--- src/rtl/comparer_pkg.sv ---
// Condition encodings, registered flag bundle and the ctrl/flag decode shared by
// the comparer_pipe datapath.
package comparer_pkg;

    localparam logic [2:0] CMP_NEQ = 3'b000;
    localparam logic [2:0] CMP_EQ  = 3'b001;
    localparam logic [2:0] CMP_LT  = 3'b010;
    localparam logic [2:0] CMP_LTU = 3'b011;
    localparam logic [2:0] CMP_LTZ = 3'b100;
    localparam logic [2:0] CMP_GEZ = 3'b101;
    localparam logic [2:0] CMP_LEZ = 3'b110;
    localparam logic [2:0] CMP_GTZ = 3'b111;

    typedef struct packed {
        logic eq;
        logic slt;
        logic ult;
        logic az;
        logic an;
    } cmp_flags_t;

    // Returns {cond, illegal}; the default arm is where a widened ctrl would land.
    function automatic logic [1:0] cmp_decode(input logic [2:0] ctrl, input cmp_flags_t f);
        logic cond;
        logic illegal;
        cond    = 1'b0;
        illegal = 1'b0;
        case (ctrl)
            CMP_NEQ: cond = ~f.eq;
            CMP_EQ:  cond = f.eq;
            CMP_LT:  cond = f.slt;
            CMP_LTU: cond = f.ult;
            CMP_LTZ: cond = f.an;
            CMP_GEZ: cond = ~f.an;
            CMP_LEZ: cond = f.an | f.az;
            CMP_GTZ: cond = ~f.an & ~f.az;
            default: illegal = 1'b1;
        endcase
        return {cond, illegal};
    endfunction

endpackage

--- src/rtl/comparer_flags.sv ---
// Combinational flag generation for comparer_pipe stage 1.
module comparer_flags
    import comparer_pkg::*;
#(
    parameter int WIDTH = 32
) (
    input  logic [WIDTH-1:0] a,
    input  logic [WIDTH-1:0] b,
    output cmp_flags_t       flags
);

    logic ult;

    always_comb begin
        ult       = (a < b);
        flags.eq  = (a == b);
        flags.ult = ult;
        // Differing signs: the negative operand is smaller; same signs: unsigned order holds.
        flags.slt = (a[WIDTH-1] != b[WIDTH-1]) ? a[WIDTH-1] : ult;
        flags.az  = (a == '0);
        flags.an  = a[WIDTH-1];
    end

endmodule

--- src/rtl/comparer_pipe.sv ---
// Two-stage valid/ready branch/set condition comparer.
// Optional COMPARER_PIPE_STATS_EN adds saturating stat_taken / stat_stall counters.
module comparer_pipe
    import comparer_pkg::*;
#(
    parameter int WIDTH = 32,
    parameter int TAG_W = 5
) (
    input  logic             clk,
    input  logic             rst,
    input  logic             in_valid,
    output logic             in_ready,
    input  logic [WIDTH-1:0] in_a,
    input  logic [WIDTH-1:0] in_b,
    input  logic [2:0]       in_ctrl,
    input  logic [TAG_W-1:0] in_tag,
    output logic             out_valid,
    input  logic             out_ready,
    output logic [WIDTH-1:0] out_result,
    output logic [TAG_W-1:0] out_tag,
    output logic             out_illegal
`ifdef COMPARER_PIPE_STATS_EN
    ,
    output logic [31:0]      stat_taken,
    output logic [31:0]      stat_stall
`endif
);

    cmp_flags_t       flags;
    logic             adv1, adv2;
    logic [1:0]       dec;

    logic             s1_valid_q, s1_valid_d;
    cmp_flags_t       s1_flags_q, s1_flags_d;
    logic [2:0]       s1_ctrl_q, s1_ctrl_d;
    logic [TAG_W-1:0] s1_tag_q, s1_tag_d;

    logic             s2_valid_q, s2_valid_d;
    logic [WIDTH-1:0] out_result_q, out_result_d;
    logic [TAG_W-1:0] out_tag_q, out_tag_d;
    logic             out_illegal_q, out_illegal_d;

    comparer_flags #(.WIDTH(WIDTH)) u_flags (
        .a     (in_a),
        .b     (in_b),
        .flags (flags)
    );

    assign adv2     = ~s2_valid_q | out_ready;
    assign adv1     = ~s1_valid_q | adv2;
    assign in_ready = adv1;
    assign dec      = cmp_decode(s1_ctrl_q, s1_flags_q);

    always_comb begin
        s1_valid_d    = s1_valid_q;
        s1_flags_d    = s1_flags_q;
        s1_ctrl_d     = s1_ctrl_q;
        s1_tag_d      = s1_tag_q;
        s2_valid_d    = s2_valid_q;
        out_result_d  = out_result_q;
        out_tag_d     = out_tag_q;
        out_illegal_d = out_illegal_q;
        if (adv1) begin
            s1_valid_d = in_valid;
            if (in_valid) begin
                s1_flags_d = flags;
                s1_ctrl_d  = in_ctrl;
                s1_tag_d   = in_tag;
            end
        end
        if (adv2) begin
            s2_valid_d = s1_valid_q;
            if (s1_valid_q) begin
                out_result_d  = {{(WIDTH-1){1'b0}}, dec[1]};
                out_tag_d     = s1_tag_q;
                out_illegal_d = dec[0];
            end
        end
    end

    always_ff @(posedge clk) begin
        if (rst) begin
            s1_valid_q    <= 1'b0;
            s2_valid_q    <= 1'b0;
            out_result_q  <= '0;
            out_tag_q     <= '0;
            out_illegal_q <= 1'b0;
        end else begin
            s1_valid_q    <= s1_valid_d;
            s2_valid_q    <= s2_valid_d;
            out_result_q  <= out_result_d;
            out_tag_q     <= out_tag_d;
            out_illegal_q <= out_illegal_d;
        end
        s1_flags_q <= s1_flags_d;
        s1_ctrl_q  <= s1_ctrl_d;
        s1_tag_q   <= s1_tag_d;
    end

    assign out_valid   = s2_valid_q;
    assign out_result  = out_result_q;
    assign out_tag     = out_tag_q;
    assign out_illegal = out_illegal_q;

`ifdef COMPARER_PIPE_STATS_EN
    logic [31:0] stat_taken_q, stat_taken_d;
    logic [31:0] stat_stall_q, stat_stall_d;

    always_comb begin
        stat_taken_d = stat_taken_q;
        stat_stall_d = stat_stall_q;
        if (s2_valid_q && out_ready && out_result_q[0] && (stat_taken_q != '1))
            stat_taken_d = stat_taken_q + 32'd1;
        if (s2_valid_q && !out_ready && (stat_stall_q != '1))
            stat_stall_d = stat_stall_q + 32'd1;
    end

    always_ff @(posedge clk) begin
        if (rst) begin
            stat_taken_q <= '0;
            stat_stall_q <= '0;
        end else begin
            stat_taken_q <= stat_taken_d;
            stat_stall_q <= stat_stall_d;
        end
    end

    assign stat_taken = stat_taken_q;
    assign stat_stall = stat_stall_q;
`endif

endmodule
--- config.mk ---
export PLATFORM = sky130hd
export DESIGN_NAME = comparer_pipe
export DESIGN_NICKNAME = d
export VERILOG_FILES = /design/src/rtl/comparer_pkg.sv /design/src/rtl/comparer_flags.sv /design/src/rtl/comparer_pipe.sv
export SDC_FILE = /design/constraint.sdc
export NUM_CORES = 1
export LEC_CHECK = 0
export CORE_MARGIN = 3
export CORE_UTILIZATION = 30
export CTS_CLUSTER_DIAMETER = 100
export DETAILED_ROUTE_END_ITERATION = 10
export PLACE_DENSITY = 0.66
export SLEW_MARGIN = 20
export SYNTH_ARGS = -nofsm -noshare
export SYNTH_HDL_FRONTEND = slang
export SYNTH_SLANG_ARGS = --single-unit
--- constraint.sdc ---
create_clock -name clk -period 2.3 [get_ports clk]
set_input_delay 0.46 -clock clk [delete_from_list [all_inputs] [get_ports clk]]
set_output_delay 0.46 -clock clk [all_outputs]
set_load 0.01 [all_outputs]
==> metrics <==
CTS tree=done; Antenna Violating Nets Remaining=0; Ports=116; Gate Count Post-Synth=219; cts bufs inserted=3; P_leak=1.29 nW; initial core utilization=31.2%; vias=1658; postcts setup bufs=0; Final setup viols=0; delay-heaviest family, CP=buffers and inverters; EDFF count, synth=13; DRT Pass-1 Iters=4; GRT busiest layer=met2; met2 Use GR=19.1%; # H-tree levels=1; wire length per cell=10.5 µm; Placement Cell Area=2760 µm²; Yosys warning count=0; vias in the first global route=1630; mapped cell area=1870 µm²; Slowest-stage cell, CP=clkdlybuf4s50_1; GRT met3 Usage=3.01%; max_slew headroom=61.7%; FF+latch count, synth=21; Core Box Area=5990 µm²; post-placement setup slack=-0.119 ns; Hold WS=0.457 ns; fillcell total=602; Sum Neg Setup Slack=0 ns; Crit. End Element=output port; hold_buf cts=0; worst path cell trace=clkdlybuf4s50_1 > nor2b_1 > nand2_1 > clkdlybuf4s50_1; clk buf depth=2; largest net degree at the start of global routing=14; part of the Yosys area used for sequential elements=29.5%; FMAX=457 MHz; CTS resizes=0; CP max FO=5; most frequent cells in the layout=clkdlybuf4s50_1, inv_1, ha_1, conb_1, nand2_1; Hold Vio Cnt, Final=0; Site Rows=28; Layout area overhead=49.9%; clock transition at the registers of the reported paths=0.07 ns; power per cell area=368 nW/µm²; delay of the slowest critical-path stage=0.49 ns; Final HPWL DP=3740 µm; Crit Path Category=in2out; worst hold path type=reg2reg; outcome=complete, no violations; Remaining DRCs=0; vias per cell=4.24; CTS Root Cell=clkbuf_8; WP data arrival=1.73 ns; I/O Buffers=83; most common cell after layout, fill and taps aside=clkdlybuf4s50_1; die height=84.9 µm; layout cells sized above 1=5.38%; Ant. Diodes=0; Yosys cell types=29; drt initial violations=34; Critical Path Most Common Cell=clkdlybuf4s50_1; Final Util=46.7%; routability cong.=0.768; minimum clock period=2.19 ns; Clk Latency, worst-skew pair=0.25 ns; Die Footprint=7210 µm²; async set-reset flop share out of synthesis=0%; met1 usage=13.0%; critical path required time=1.84 ns; number of max-cap violations=0; final worst slack=0.113 ns; Slew Viols, Final=0; fin crit share=95.1%; worst slew pin tran=0.574 ns; WL final=4090 µm; # clock sinks=21; initial antenna violation count=0; peak supply drop=0.191 mV; Die X=84.9 µm; CP bufs+invs=2; Post-Syn Area per Cell=8.53 µm²; RSZ-0062 raised after global routing=false; skew final=0.00215 ns; GRT Overall Usage=10.8%; Nets=425; first-pass GRT wire length=6510 µm; gr ovfl total=0; ys flop type=edfxtp_1; Critical Path Start Type=primary input; fin area=2800 µm²
metrics by stage:
| step | power, mW | instances |
|---|---|---|
| 4_1_cts | 1.04 | 391 |
| 5_1_grt | 1.10 | 391 |
| 6_report | 1.03 | 391 |
| 3_5_place_dp | 0.804 | 387 |
| 3_3_place_gp | 0.796 | 387 |
| 2_1_floorplan | 0.642 | 250 |
state kept, by name (all words and copies together), names as in the netlist:
name / cells
out_tag: 5
s1_valid_q: 1
s1_flags_q: 5
s1_tag_q: 5
s1_ctrl_q: 3
out_result: 1
out_valid: 1
layout make-up:
type	count	area [µm²]	share of cell area, %
multi-input cells	162	1060	37.9
repair buffers	95	921	32.9
flip-flops and latches	21	551	19.7
inverters	34	128	4.56
well taps	75	93.8	3.35
clock buffers	4	45.0	1.61
where the power goes:
part,switching [mW],internal [mW],total (mW),leakage [nW]
combinational,0.152,0.209,0.361,1.08
sequential,0.00925,0.424,0.433,0.193
clock,0.113,0.123,0.236,0.0228
metal layers:
metal | part of all wire (%) | vias to the layer above
li1 | - | 886
met1 | 40 | 712
met2 | 50 | 58
met3 | 9.2 | 2
met4 | 0.17 | 0
met5 | 0 | -
cell usage after synthesis, drive strengths merged, types with 2 or more instances:
library cell | number | area, µm²
nand2 | 22 | 82.6
a211oi | 3 | 22.5
nand4 | 8 | 50.1
buf | 32 | 240
nor3 | 3 | 15.0
ha | 32 | 400
dfxtp | 8 | 160
nand3 | 2 | 10.0
nor2 | 9 | 33.8
nand2b | 2 | 12.5
inv | 34 | 128
nor4 | 10 | 83.8
edfxtp | 13 | 390
o21ai | 6 | 30.0
nor2b | 4 | 25.0
a21oi | 20 | 100
xnor2 | 2 | 17.5
cell families (layout without fill, tap and decap cells):
kind of cell / Yosys count / after routing / share of synthesized area (%)
AOI/OAI and AO/OA: 33 / 33 / 10.1
xor gates and xnor gates: 2 / 2 / 0.938
adders and majority gates: 32 / 32 / 21.4
buffers and inverters: 67 / 133 / 19.9
DFF: 21 / 21 / 29.5
muxes: 1 / 1 / 0.536
other: 1 / 32 / 0.201
and+or+nand+nor: 62 / 62 / 17.4
worst register-to-register path, cell delays in order (launching register included):
cell     delay, ns
dfxtp_1       0.31
nor2b_1       0.17
nand2_1       0.10
and2_1        0.50
path summary, 6_finish.rpt:
kind | startpoint | to | slack [ns] | cells past startpoint
max reg2reg | out_valid$_SDFFE_PP0P_ | s1_ctrl_q[1]$_DFFE_PP_ | 0.87 | 3
min | out_tag[1]$_SDFFE_PP0P_ | out_tag[1]$_SDFFE_PP0P_ | 0.46 | 2
min reg2reg | out_tag[1]$_SDFFE_PP0P_ | out_tag[1]$_SDFFE_PP0P_ | 0.46 | 2
max | out_ready | in_ready | 0.11 | 4
No activity file was read; power rests on OpenSTA's default activity.
